### src/rtl/multi_channel_watchdog.sv
// N-channel heartbeat watchdog with programmable timeouts,
// warning threshold and trip-count lockout escalation.
module multi_channel_watchdog #(
  parameter int NUM_CH      = 4,
  parameter int CLK_FREQ    = 1,
  parameter int TIMEOUT_SEC = 5,
  parameter int WARN_PCT    = 80,
  parameter int MAX_TRIPS   = 3,
  localparam int CW = (NUM_CH > 1) ? $clog2(NUM_CH) : 1
) (
  input  logic              clk,
  input  logic              rstn,
  input  logic [NUM_CH-1:0] enable,
  input  logic [NUM_CH-1:0] heartbeat,
  input  logic [NUM_CH-1:0] force_reset,
  input  logic              cfg_we,
  input  logic [CW-1:0]     cfg_ch,
  input  logic [7:0]        cfg_timeout,
  input  logic [CW-1:0]     mon_ch,
  output logic [NUM_CH-1:0] triggered,
  output logic [NUM_CH-1:0] warning,
  output logic [NUM_CH-1:0] locked,
  output logic              any_triggered,
  output logic [7:0]        time_remaining
);

  localparam logic [1:0] IDLE    = 2'd0;
  localparam logic [1:0] RUN     = 2'd1;
  localparam logic [1:0] TRIP    = 2'd2;
  localparam logic [1:0] LOCKOUT = 2'd3;

  logic [1:0]    r_state [NUM_CH];
  logic [31:0]   r_cnt   [NUM_CH];
  logic [3:0]    r_trips [NUM_CH];
  logic [7:0]    r_tsec  [NUM_CH];
  logic [CW-1:0] r_mon_ch;

  logic [31:0] w_t     [NUM_CH];
  logic [39:0] w_prod  [NUM_CH];
  logic [31:0] w_w     [NUM_CH];
  logic [3:0]  w_trnx  [NUM_CH];
  logic [31:0] w_rem;
  logic [31:0] w_sel_t;
  logic [31:0] w_sel_cnt;
  logic        w_sel_trig;
  logic        w_sel_ok;

  always_comb begin
    for (int c = 0; c < NUM_CH; c++) begin
      w_t[c]    = 32'(r_tsec[c]) * 32'(CLK_FREQ);
      w_prod[c] = (40'(w_t[c]) * 40'(WARN_PCT)) / 40'd100;
      w_w[c]    = (w_prod[c] == 40'd0) ? 32'd1 : w_prod[c][31:0];
      w_trnx[c] = (r_trips[c] == 4'hF) ? 4'hF : r_trips[c] + 4'd1;
    end
  end

  always_ff @(posedge clk or negedge rstn) begin
    if (!rstn) begin
      r_mon_ch <= '0;
      for (int c = 0; c < NUM_CH; c++) begin
        r_state[c] <= IDLE;
        r_cnt[c]   <= '0;
        r_trips[c] <= '0;
        r_tsec[c]  <= 8'(TIMEOUT_SEC);
      end
    end else begin
      r_mon_ch <= mon_ch;
      for (int c = 0; c < NUM_CH; c++) begin
        if (!enable[c]) begin
          r_state[c] <= IDLE;
          r_cnt[c]   <= '0;
          r_trips[c] <= '0;
        end else if (force_reset[c]) begin
          r_state[c] <= RUN;
          r_cnt[c]   <= '0;
          r_trips[c] <= '0;
        end else if (cfg_we && cfg_ch == CW'(c)) begin
          // zero is promoted so a channel can never have T == 0
          r_tsec[c] <= (cfg_timeout == 8'd0) ? 8'd1 : cfg_timeout;
          r_cnt[c]  <= '0;
        end else if (heartbeat[c] && r_state[c] == RUN) begin
          r_cnt[c]   <= '0;
          r_trips[c] <= '0;
        end else if (heartbeat[c] && r_state[c] == TRIP) begin
          r_state[c] <= RUN;
          r_cnt[c]   <= '0;
        end else begin
          unique case (r_state[c])
            IDLE: begin
              r_state[c] <= RUN;
              r_cnt[c]   <= '0;
            end
            RUN: begin
              if (r_cnt[c] < w_t[c]) begin
                r_cnt[c] <= r_cnt[c] + 32'd1;
              end else begin
                r_cnt[c]   <= w_t[c];
                r_trips[c] <= w_trnx[c];
                r_state[c] <= (w_trnx[c] >= 4'(MAX_TRIPS)) ? LOCKOUT : TRIP;
              end
            end
            default: r_cnt[c] <= w_t[c];
          endcase
        end
      end
    end
  end

  always_comb begin
    triggered = '0;
    warning   = '0;
    locked    = '0;
    for (int c = 0; c < NUM_CH; c++) begin
      triggered[c] = (r_state[c] == TRIP) || (r_state[c] == LOCKOUT);
      locked[c]    = (r_state[c] == LOCKOUT);
      warning[c]   = triggered[c] ||
                     ((r_state[c] == RUN) && (r_cnt[c] >= w_w[c]));
    end
    any_triggered = |triggered;
  end

  // monitor select is registered so no input reaches an output directly
  always_comb begin
    w_sel_ok   = 1'b0;
    w_sel_t    = '0;
    w_sel_cnt  = '0;
    w_sel_trig = 1'b0;
    for (int c = 0; c < NUM_CH; c++) begin
      if (r_mon_ch == CW'(c)) begin
        w_sel_ok   = 1'b1;
        w_sel_t    = w_t[c];
        w_sel_cnt  = r_cnt[c];
        w_sel_trig = triggered[c];
      end
    end
    w_rem = '0;
    if (w_sel_ok && !w_sel_trig && (w_sel_cnt < w_sel_t)) begin
      w_rem = (w_sel_t - w_sel_cnt) / 32'(CLK_FREQ);
    end
    time_remaining = (w_rem > 32'd255) ? 8'hFF : w_rem[7:0];
  end

endmodule

### config.mk
export PLATFORM = sky130hd
export DESIGN_NAME = multi_channel_watchdog
export DESIGN_NICKNAME = d
export VERILOG_FILES = /design/src/rtl/multi_channel_watchdog.sv
export SDC_FILE = /design/constraint.sdc
export NUM_CORES = 1
export LEC_CHECK = 0
export ABC_AREA = 0
export BUFFER_PORTS_ARGS = -buffer_cell sky130_fd_sc_hd__buf_2
export CORE_AREA = 3 3 172 174
export CTS_BUF_LIST = sky130_fd_sc_hd__clkbuf_2
export CTS_CLUSTER_SIZE = 16
export DETAILED_ROUTE_END_ITERATION = 12
export DIE_AREA = 0 0 175 177
export PLACE_DENSITY = 0.89
export REMOVE_ABC_BUFFERS = 1
export SYNTH_ARGS = -nofsm -noshare
export SYNTH_HDL_FRONTEND = slang
export SYNTH_SLANG_ARGS = --single-unit
### constraint.sdc
create_clock -name clk -period 14.2 [get_ports clk]
set_clock_uncertainty 0.1 [all_clocks]
set_input_delay 0 -clock clk [delete_from_list [all_inputs] [get_ports clk]]
set_output_delay 0 -clock clk [all_outputs]
set_load 0.01 [all_outputs]
; Word level (Yosys, flattened, before mapping)
; Cells that the tools add are included.
[totals]
regBits = 186
output_inout_bits = 21
word_cells = 268
[op_classes]
addsub = 9
n_mul = 4
div_mod_pow = 4
magnitude_cmp = 14
eq_ne = 50
muxes = 115
n_bitwise = 4
reduce_logical = 51
[ops]
columns = op, n
row1 = 32-bit 2-to-1 mux, 35
row2 = 32-bit one-hot mux with 2 select lines, 4
row3 = 16-bit by 7-bit divider with 40-bit output (second input constant), 4
row4 = 40-bit logical NOT, 4
row5 = 32-bit by 1-bit adder with 32-bit output (second input constant), 4
row6 = 32-bit >= comparator, 4
row7 = 32-bit by 8-bit < comparator with 1-bit output, 4
row8 = 4-bit 2-to-1 mux, 32
row9 = 2-bit 2-to-1 mux, 24
row10 = 8-bit by 3-bit multiplier with 11-bit output (second input constant), 4
row11 = 32-bit by 8-bit greater-than comparator with 1-bit output (second input constant), 1
row12 = 32-bit < comparator, 1
row13 = 8-bit 2-to-1 mux, 4
row14 = 4-bit inequality test (second input constant), 8
row15 = 4-bit AND reduction, 8
row16 = 32-bit subtractor, 1
row17 = 2-bit equality test (second input constant), 12
row18 = 3-bit inequality test (second input constant), 8
row19 = 5-bit by 1-bit inequality test with 1-bit output (second input constant), 4
row20 = 5-bit inequality test (second input constant), 4
row21 = 1-bit logical AND, 18
row22 = 4-bit by 1-bit adder with 4-bit output (second input constant), 4
row23 = 4-bit equality test (second input constant), 4
row24 = 4-bit by 2-bit >= comparator with 1-bit output (second input constant), 4
row25 = other kinds (11), 51

; Longest topological paths before layout
[depth]
word_depth = 12
depth_mapped = 55
ltp_nobuf = 52

; Least setup slack after synthesis
; OpenSTA, ideal clock, no wires.
[synth_path]
path_type = reg2out
startpoint = register r_tsec[17] (netlist bit)
endpoint = output warning[1]
arrival_time_ns = 9.849
path_slack_ns = 4.251
path_stages_with_launch = 47
n_path_buf = 1
path_cell_list = dfrtp_1 -> ha_1 -> ha_1 -> fa_1 -> a211oi_2 -> o21ba_1 -> nor2_1 -> o32a_1 -> ha_1 -> nor4_2 -> o32ai_2 -> or4_1 -> a22oi_2 -> a21o_1 -> o211a_1 -> nand3_1 -> maj3_2 -> a2111oi_2 -> (+11 left out) -> or3b_1 -> or3b_1 -> a31oi_1 -> a21bo_1 -> ha_1 -> nand2b_1 -> a21oi_1 -> nor2b_1 -> o21ai_0 -> nand2b_1 -> a21oi_1 -> nor2b_1 -> o21ai_0 -> nand2b_1 -> a21oi_1 -> nor3b_1 -> o41ai_1 -> nand2_1
[synth_between]
elab_chain_cells = 7
[synth_rtl]
columns = item, line
row1 = start: declaration, 35  ; logic [7:0] r_tsec [NUM_CH];
row2 = start signal: indexed assignment, 64  ; r_tsec[c] <= 8'(TIMEOUT_SEC);
row3 = start signal: indexed assignment, 79  ; r_tsec[c] <= (cfg_timeout == 8'd0) ? 8'd1 : cfg_timeout;
row4 = 8-bit by 3-bit multiplier with 11-bit output (*), 51  ; w_prod[c] = (40'(w_t[c]) * 40'(WARN_PCT)) / 40'd100;
row5 = 16-bit by 7-bit divider with 40-bit output (*), 51
row6 = 40-bit logical NOT, 52  ; w_w[c] = (w_prod[c] == 40'd0) ? 32'd1 : w_prod[c][31:0];
row7 = 32-bit 2-to-1 mux (*), 52
row8 = 32-bit >= comparator (*), 117  ; ((r_state[c] == RUN) && (r_cnt[c] >= w_w[c]));
row9 = 1-bit logical AND (*), 117
row10 = 1-bit logical OR (*), 116  ; warning[c] = triggered[c] ||
row11 = end: declaration, 21  ; output logic [NUM_CH-1:0] warning,
; Every way passes the cells marked *; elsewhere a longest branch is shown, timed or not.

; Final worst setup path
[layout_path]
startpoint = register r_tsec[25] (netlist bit)
endpoint = output warning[0]
; Same word-level chain as after synthesis.

==> impl_metrics.toml <==
[outcome]
status = "complete, no violations"

[synth]
synthTopCellsByCount = "dfrtp_1, nor2_1, nand2_1"
synth_top_family_by_area = "compound AO/OA/AOI/OAI gates"
synth.area.top_cells = "dfrtp_1, ha_1, mux4_2"
synth_seq_area_share_pct = 25.44
syn_area_um2 = 18340
yosys.area_share.simple_pct = 19.15
synth-warning-count = 0
synth_cell_types = 123
synth-xor-area-share_pct = 5.909
yosysMostFrequentCell = "dfrtp_1"
synth_seq_cells = 186
synth_top_area_cell = "dfrtp_1"
async_reset_ff_share_pct = 100.0
synth_ff_type = "dfrtp_1"
synthCells = 2119
synth_top_area_share_pct = 24.29
synthMuxAreaShare_pct = 7.028
synth-compound-area-share_pct = 27.78
synth_fa_ha_area_share_pct = 10.82
synth_edf_count = 0
syn_avg_cell_area_um2 = 8.654

[sta]
rsz0062_at_grt = "false"
max_freq_mhz = 77.11
setup_viol = 0
relSlewSlack_pct = 32.45
tns_ns = 0
fin_crit_sh_pct = 91.33
fin_ws_ns = 1.231
post-route-min-period_ns = 12.97
finalHoldViolations = 0
worst_pin_slew_ns = 1.013
final_max_slew_viol_count = 0

[grt]
met3_usage_pct = 5.255
busiest_layer = "met2"
grt_pass1_wl_um = 87350
grt_util_met1_pct = 44.55
grtUsageTotal_pct = 34.15
use_met2_pct = 56.84
gr-total-overflow = 0
grt_pass1_vias = 17600
antenna_found_initial = 1
grt_max_degree = 110

[routing]
wl_um = 53590
route.vias.total = 18350
drc_errors = 0
wire_per_inst_um = 20.12
drtIter0Drc = 2166
dr.pass1.iters = 9
final_antenna_net_count = 0
drt-vias-per-instance = 6.890

[worst_setup_path]
cp-start-kind = "flop"
worstPathArrival_ns = 12.87
crit_path_end_kind = "primary output"
path_max_fanout = 18
r2r_start = "r_tsec[1]$_DFFE_PN0P_"
critPathMostFrequentCell = "ha_1"
reg2regPathDepth = 13
path_class = "flop to primary output"
critPathRequiredTime_ns = 14.10
r2r_end = "r_trips[2]$_DFFE_PN0P_"
slowest_stage = "dfrtp_1"
r2r_slack_ns = 10.23
cpPeakStageDelay_ns = 0.86

[place]
dp_slack_ns = 2.415
dpl.hpwl_um = 39610
portBuffers = 47
gp_congestion = 0.9453

[floorplan]
initial_utilization_pct = 65.65
coreArea_um2 = 27930
die_h_um = 177
die-area_um2 = 30980
rows = 61
io_pins = 48
die-width_um = 175

[clocking]
clockRootBuffer = "clkbuf_2"
clk_latency_ns = 0.84
post_cts_buffers = 0
htree_levels = 4
cts_tree = "yes"
cts_max_path_buffers = 2
cts_resized = 0
cts_buffers = 17
path_clk_slew_ns = 0.30
numClockSinks = 186

[cells_and_area]
fin_nets = 2447
drive_gt1_share_pct = 10.68
area_growth_pct = 9.320
final_core_util_pct = 71.76
nFillCells = 2075

[worst_hold_path]
min_from = "heartbeat[3]"
hold_end = "r_cnt[8]$_DFF_PN0_"
holdPathStages = 4
worstHoldPathType = "input pin to flop"

[run]
maxCapViolCount = 0
## layout make-up
class / instances / area, um^2 / share of cell area [%]
multi-input combinational: 1843 / 13310 / 66.38
sequential: 186 / 4667 / 23.28
timing repair buffer: 119 / 964.7 / 4.812
tap: 378 / 473.0 / 2.359
inverter: 104 / 390.4 / 1.947
clock inverter: 15 / 157.7 / 0.7864
clock buffer: 17 / 85.08 / 0.4244
antenna: 1 / 2.502 / 0.01248
## through the flow
stage                     cell area [um^2]  hold WS (ns)  instances
final                                20050       0.05599       2663
after detailed placement             19110       0.01416       2562
after global routing                 20050       0.02099       2663
after CTS                            20040      0.004412       2661
after global placement               19110       0.01104       2562
after floorplan                      18360       -0.3956       2133
## sequential cells by signal (all words and copies together) (netlist names)
| name | count |
|---|---|
| r_cnt | 128 |
| r_tsec | 32 |
| r_trips | 16 |
| r_state | 8 |
| r_mon_ch | 2 |
## placed cells by master, fill, tap and decap left out, types with 11 or more instances in the layout
| cell | synthesis | final |
|---|---|---|
| nor2_1 | 175 | 175 |
| or2_2 | 16 | 16 |
| xnor2_1 | 86 | 86 |
| dfrtp_1 | 178 | 176 |
| or3_1 | 12 | 12 |
| o31ai_1 | 20 | 20 |
| nand3_1 | 59 | 59 |
| nor2b_1 | 26 | 26 |
| a21o_1 | 46 | 46 |
| nor3_1 | 60 | 60 |
| dlygate4sd3_1 | 0 | 66 |
| clkbuf_2 | 0 | 18 |
| a211oi_1 | 31 | 31 |
| nand3b_1 | 11 | 11 |
| a31oi_1 | 29 | 29 |
| o21ai_0 | 117 | 117 |
| o211ai_1 | 26 | 26 |
| conb_1 | 1 | 92 |
| and3_1 | 17 | 17 |
| nand2_1 | 149 | 149 |
| o22ai_1 | 24 | 24 |
| a21oi_1 | 118 | 118 |
| a22oi_1 | 39 | 39 |
| mux4_2 | 41 | 41 |
| a211o_1 | 11 | 11 |
| o21ai_1 | 14 | 14 |
| buf_2 | 11 | 46 |
| nand2b_1 | 33 | 33 |
| and2_1 | 22 | 22 |
| mux2i_1 | 16 | 16 |
| nand4_1 | 22 | 22 |
| xor2_1 | 29 | 29 |
| inv_1 | 95 | 95 |
| mux2_2 | 16 | 16 |
| a21boi_0 | 14 | 14 |
| ha_1 | 144 | 144 |
| nor4_1 | 41 | 41 |
| o21a_1 | 20 | 20 |
## cells by family (layout without fill, tap and decap cells)
logic type	Yosys count	count (layout)
adder cells (fa/ha/maj)	157	157
multiplexers	75	75
XOR/XNOR	119	119
buffers and inverters	181	255
other	1	93
AND/OR/NAND/NOR	695	695
AO/OA/AOI/OAI	705	705
flip-flops	186	186
## worst max path at each step
stage	depth (start not counted)	start	to	slack [ns]
floorplan	51	r_tsec[25]$_DFFE_PN0P_	warning[0]	4.03
global route	53	r_tsec[25]$_DFFE_PN0P_	warning[0]	0.36
CTS	53	r_tsec[25]$_DFFE_PN0P_	warning[0]	1.42
detailed placement	53	r_tsec[25]$_DFFE_PN0P_	warning[0]	2.41
global placement	53	r_tsec[25]$_DFFE_PN0P_	warning[0]	3.00
finish	53	r_tsec[25]$_DFFE_PN0P_	warning[0]	1.23
## what timing repair did
item | CTS | global route
hold buffers | 67 | 0
endpoints found under the hold margin | 203 | 0
endpoints found under the setup margin | 0 | 0
## worst max-delay path: cells and delay by family (launching register included)
kind | cells | cell delay (ns)
flip-flops | 1 | 0.86
buffers and inverters | 6 | 0.57
multiplexers | 1 | 0.12
AND/OR/NAND/NOR | 14 | 2.12
AO/OA/AOI/OAI | 22 | 5.04
XOR/XNOR | 3 | 1.11
adder cells (fa/ha/maj) | 7 | 2.17
## layer usage
layer	vias up	part of all wire [%]
met3	222	8.8
met4	0	4.3
li1	8327	-
met2	1055	47
met5	-	0
met1	8743	40
Power is not shown: default switching activity piles up to over one toggle a cycle in this logic, so the estimate is an artifact.
